===== config.mk =====
export PLATFORM = sky130hd
export DESIGN_NAME = bp_update_ctrl
export DESIGN_NICKNAME = d
export VERILOG_FILES = /design/src/rtl/bp_update_ctrl.sv
export SDC_FILE = /design/constraint.sdc
export NUM_CORES = 1
export LEC_CHECK = 0
export ABC_CLOCK_PERIOD_IN_PS = 2500
export BUFFER_PORTS_ARGS = -buffer_cell sky130_fd_sc_hd__buf_2
export CAP_MARGIN = 20
export CORE_MARGIN = 2
export CORE_UTILIZATION = 56
export CTS_CLUSTER_DIAMETER = 40
export DETAILED_ROUTE_END_ITERATION = 10
export GPL_TIMING_DRIVEN = 1
export PLACE_DENSITY = 0.79
export SYNTH_ARGS = -nofsm -noshare
export SYNTH_HDL_FRONTEND = slang
export SYNTH_SLANG_ARGS = --single-unit

===== constraint.sdc =====
create_clock -name clock -period 2.5 [get_ports clock]
set_input_delay 0.375 -clock clock [delete_from_list [all_inputs] [get_ports clock]]
set_output_delay 0.375 -clock clock [all_outputs]
set_load 0.05 [all_outputs]

===== src/rtl/bp_update_ctrl.sv =====
// Branch-predictor PHT update controller: clears the table after reset, queues
// resolved-branch reports and applies them read-modify-write, arbitrating the read port with fetch.
module bp_update_ctrl #(
  parameter int IDX_W      = 8,
  parameter int Q_DEPTH    = 4,
  parameter int STARVE_MAX = 4
) (
  input  logic             clock,
  input  logic             reset,
  input  logic             upd_valid,
  input  logic [IDX_W-1:0] upd_index,
  input  logic             upd_taken,
  output logic             upd_ready,
  input  logic             flush,
  input  logic             lkp_valid,
  input  logic [IDX_W-1:0] lkp_index,
  output logic             lkp_grant,
  output logic [IDX_W-1:0] rd_idx,
  input  logic [1:0]       rd_data,
  output logic             pht_we,
  output logic [IDX_W-1:0] pht_widx,
  output logic [1:0]       pht_wdata,
  output logic             init_busy
);

  localparam int PTR_W = (Q_DEPTH > 1) ? $clog2(Q_DEPTH) : 1;
  localparam int CNT_W = $clog2(Q_DEPTH) + 1;
  localparam int SW    = $clog2(STARVE_MAX + 1);

  typedef enum logic [1:0] {INIT, IDLE, READ, WRITE} state_t;

  state_t           state, state_nxt;
  logic [IDX_W-1:0] init_cnt;
  logic [CNT_W-1:0] count, count_nxt;
  logic [PTR_W-1:0] wptr, rptr;
  logic [SW-1:0]    starve_cnt, starve_nxt;
  logic [1:0]       cur_ctr, upd_ctr;

  logic [IDX_W-1:0] q_idx [Q_DEPTH];
  logic             q_tkn [Q_DEPTH];

  logic [IDX_W-1:0] head_idx;
  logic             head_tkn;
  logic             push, pop, flush_act;

  function automatic logic [PTR_W-1:0] ptr_inc(input logic [PTR_W-1:0] p);
    return (p == PTR_W'(Q_DEPTH - 1)) ? '0 : p + 1'b1;
  endfunction

  assign head_idx  = q_idx[rptr];
  assign head_tkn  = q_tkn[rptr];
  assign upd_ready = (state != INIT) && (count < CNT_W'(Q_DEPTH)) && !flush;
  assign push      = upd_valid && upd_ready;
  assign pop       = (state == WRITE);
  assign flush_act = flush && (state != INIT);

  always_comb begin
    upd_ctr = cur_ctr;
    if (head_tkn) begin
      if (cur_ctr != 2'b11) upd_ctr = cur_ctr + 2'd1;
    end else begin
      if (cur_ctr != 2'b00) upd_ctr = cur_ctr - 2'd1;
    end
  end

  always_comb begin
    state_nxt = state;
    init_busy = 1'b0;
    lkp_grant = 1'b0;
    rd_idx    = lkp_index;
    pht_we    = 1'b0;
    pht_widx  = head_idx;
    pht_wdata = upd_ctr;
    case (state)
      INIT: begin
        init_busy = 1'b1;
        pht_we    = 1'b1;
        pht_widx  = init_cnt;
        pht_wdata = 2'b01;
        if (init_cnt == '1) state_nxt = IDLE;
      end
      IDLE: begin
        lkp_grant = lkp_valid;
        // A flushed queue must not start a read of an entry that is being dropped
        if (!flush && (count != '0) &&
            (!lkp_valid || (starve_cnt == SW'(STARVE_MAX))))
          state_nxt = READ;
      end
      READ: begin
        rd_idx    = head_idx;
        state_nxt = flush ? IDLE : WRITE;
      end
      WRITE: begin
        lkp_grant = lkp_valid;
        pht_we    = 1'b1;
        state_nxt = IDLE;
      end
      default: state_nxt = INIT;
    endcase
  end

  always_comb begin
    starve_nxt = starve_cnt;
    if (state == IDLE) begin
      if (state_nxt == READ)
        starve_nxt = '0;
      else if ((count != '0) && lkp_valid && (starve_cnt < SW'(STARVE_MAX)))
        starve_nxt = starve_cnt + 1'b1;
    end
  end

  always_comb begin
    count_nxt = count;
    if (flush_act)
      count_nxt = '0;
    else begin
      case ({push, pop})
        2'b10:   count_nxt = count + 1'b1;
        2'b01:   count_nxt = count - 1'b1;
        default: count_nxt = count;
      endcase
    end
  end

  always_ff @(posedge clock or posedge reset) begin
    if (reset) begin
      state      <= INIT;
      init_cnt   <= '0;
      count      <= '0;
      wptr       <= '0;
      rptr       <= '0;
      starve_cnt <= '0;
      cur_ctr    <= 2'b00;
    end else begin
      state      <= state_nxt;
      count      <= count_nxt;
      starve_cnt <= starve_nxt;
      if (state == INIT) init_cnt <= init_cnt + 1'b1;
      if (state == READ) cur_ctr <= rd_data;
      // Flush drops everything unstarted; a write in progress has already used the head
      if (flush_act)
        rptr <= wptr;
      else if (pop)
        rptr <= ptr_inc(rptr);
      if (push) wptr <= ptr_inc(wptr);
    end
  end

  always_ff @(posedge clock) begin
    if (push) begin
      q_idx[wptr] <= upd_index;
      q_tkn[wptr] <= upd_taken;
    end
  end

endmodule


==> impl_metrics.tcl <==
set metrics [dict create \
    slowest_delay_ps 580 \
    antenna_found_initial 0 \
    path_class "flop to output pin" \
    grt_pass1_wl_mm 8.49 \
    grt_use_total_pct 21.6 \
    critPathTopFamily "multiplexers" \
    cts_resized 0 \
    setup_slack_ps 180 \
    htree_num_levels 3 \
    leakagePower_uw 0.00139 \
    finalNetCount 297 \
    clockBufferDepth 2 \
    setup_viol 0 \
    grt_max_degree 23 \
    syn-instance-count 207 \
    hold_ws_ps 210 \
    layout_min_cycle_time_ps 2320 \
    ir_drop_mv 0.584 \
    dp_slack_ps 261 \
    worstPathMaxFanout 12 \
    worstPathCellList "buf_4 -> mux4_2 -> mux2_2 -> buf_2" \
    worst_slew_pin_slew_ps 840 \
    fmax_ghz 0.431 \
    post_cts_buffers 0 \
    areaGrowthSynthToFinish_pct 18.4 \
    place.gp.congestion 0.854 \
    post-dp-hpwl_mm 3.71 \
    yosys_register_bits 58 \
    drtAntennaViolNets 0 \
    yosysWarnings 0 \
    syn_avg_cell_area_um2 13.6 \
    final_max_slew_viol_count 0 \
    worst_clock_skew_ps 7.51 \
    p_per_area_nw_per_um2 1250 \
    grt_overflow 0 \
    drc 0 \
    crit_buf_inv 2 \
    fin_area_um2 3340 \
    grt_pass1_vias 1813 \
    cts_sinks 58 \
    place_area_um2 3130 \
    final_common_cell "buf_2" \
    status "complete, no violations" \
    syn_area_um2 2820 \
    die_w_um 75.0 \
    detail_route.wl_per_cell_um 15.8 \
    via_per_inst 5.36 \
    cp.arrival_ps 1950 \
    setup_tns_ps 0 \
    wl_mm 5.24 \
    cts_tree "built" \
    root_buffer "clkbuf_8" \
    port_buffers 45 \
    vias 1778 \
    diodes 0 \
    start_util_pct 58.9 \
    worstSetupEndpointType "output pin" \
    finalHoldViolCount 0 \
    ys_seq_area_share_pct 57.9 \
    drtPass1Iterations 4 \
    dieArea_um2 5620 \
    drtIter0Drc 76 \
    max_cap_violations 0 \
    worst_hold_path_type "input port to async pin" \
    ios 46 \
    path_clk_slew_ps 60 \
    insertion_delay_ps 320 \
    synthDistinctLibCells 35 \
    numCtsBuffers 9 \
    fin_crit_sh_pct 92.8 \
    final_cell_mix "45 x buf_2, 36 x edfxtp_1, 22 x nand2_1, 22 x dfrtp_1, 17 x nor2_1" \
    synthesis.nets 244 \
    n_fill_cell 341 \
    rsz0062_at_grt "false" \
    startpoint_type "flop" \
    die_h_um 75.0 \
    slew_headroom_pct 43.9 \
    num_rows 25 \
    ctsHoldBuffers 0 \
    core_um2 4790 \
    slowest_stage "mux4_2" \
    drive_above_1_share_pct 37.4 \
    required_ps 2120 \
]
[logic make-up (layout without fill, tap and decap cells)]
logic type	after synthesis	count (layout)	synth area share, %
mux	28	28	14.6
compound gates	20	20	4.57
xor+xnor	10	10	3.37
flops	58	58	57.9
fa+ha+maj	13	13	6.04
simple gates	61	61	10.7
buf+inv	17	75	2.84
[final timing paths]
check                      slack (ps)          from          end  depth (start not counted)
setup / recovery                  180       rptr[0]    rd_idx[0]                          4
hold / removal                    210         reset      wptr[0]                          2
setup reg to reg                  310      state[1]     count[2]                          9
hold reg to reg                   530   init_cnt[6]  init_cnt[6]                          1
max in group asynchronous        1760         reset   cur_ctr[1]                          2
min in group clock                260  upd_index[6]  q_idx[0][6]                          1
[synthesized netlist by cell type]
cell	n	share of area, %
nor2b_1	2	0.44
ha_1	12	5.3
and2b_2	1	0.31
nor2_1	17	2.3
a211oi_1	1	0.27
and4_1	1	0.31
edfxtp_1	36	38
and2_2	5	1.3
inv_1	9	1.2
xor2_1	4	1.2
o21ai_0	6	1.1
mux2_2	15	6.0
mux2i_1	4	1.4
o22ai_1	1	0.22
nor3_1	7	1.2
a21oi_1	5	0.89
buf_6	1	0.40
xnor2_1	5	1.6
clkbuf_1	3	0.40
buf_2	1	0.18
o21a_1	1	0.27
fa_1	1	0.71
a21boi_0	1	0.27
inv_2	1	0.13
a2111oi_2	1	0.53
dfrtp_1	22	20
mux4_2	9	7.2
nand2_1	22	2.9
nor4b_4	1	0.84
a31oi_1	2	0.44
a211o_1	2	0.62
nand4_1	3	0.67
xor2_2	1	0.58
nand3_1	2	0.36
buf_4	2	0.53
[cell type report]
| cell class | instances | area [µm²] | share of cell area (%) |
|---|---|---|---|
| flip-flops and latches | 58 | 1630 | 48.9 |
| multi-input cells | 132 | 1120 | 33.6 |
| clock inverters | 6 | 81.3 | 2.44 |
| inverters | 10 | 37.5 | 1.12 |
| repair buffers | 49 | 255 | 7.65 |
| clock buffers | 10 | 128 | 3.82 |
| well taps | 67 | 83.8 | 2.51 |
[flip-flops by register name, indices dropped and copies added, names as in the netlist]
name        count
cur_ctr         2
state           2
rptr            2
count           3
starve_cnt      3
q_idx          32
wptr            2
init_cnt        8
q_tkn           4
[report_power, final]
group	leakage, µW	switching [µW]	internal [µW]
clock network	0.000105	345	554
logic	0.000680	1220	641
registers	0.000604	192	1210
[worst reg2reg max path, delay by kind of cell (launching register included)]
family	cells	cell delay [ps]
AOI/OAI and AO/OA	2	140
adders and majority gates	2	670
buffers and inverters	1	110
DFF	1	440
and+or+nand+nor	4	720
[metrics by stage]
step                power (µW)  std cells  utilization (%)
floorplan                 2890        207                -
global placement          3260        316             65.3
detailed placement        3300        316             65.3
CTS                       4210        332             69.7
global route              4450        332             69.8
finish                    4170        332             69.8
[per-layer routing]
layer	up-vias	global-route usage (%)	wire [µm]
li1	852	-	-
met1	874	26.0	2230
met2	48	36.5	2730
met3	4	6.43	227
met4	0	8.93	55
met5	-	0	0
(Power assumes the default switching activity.)
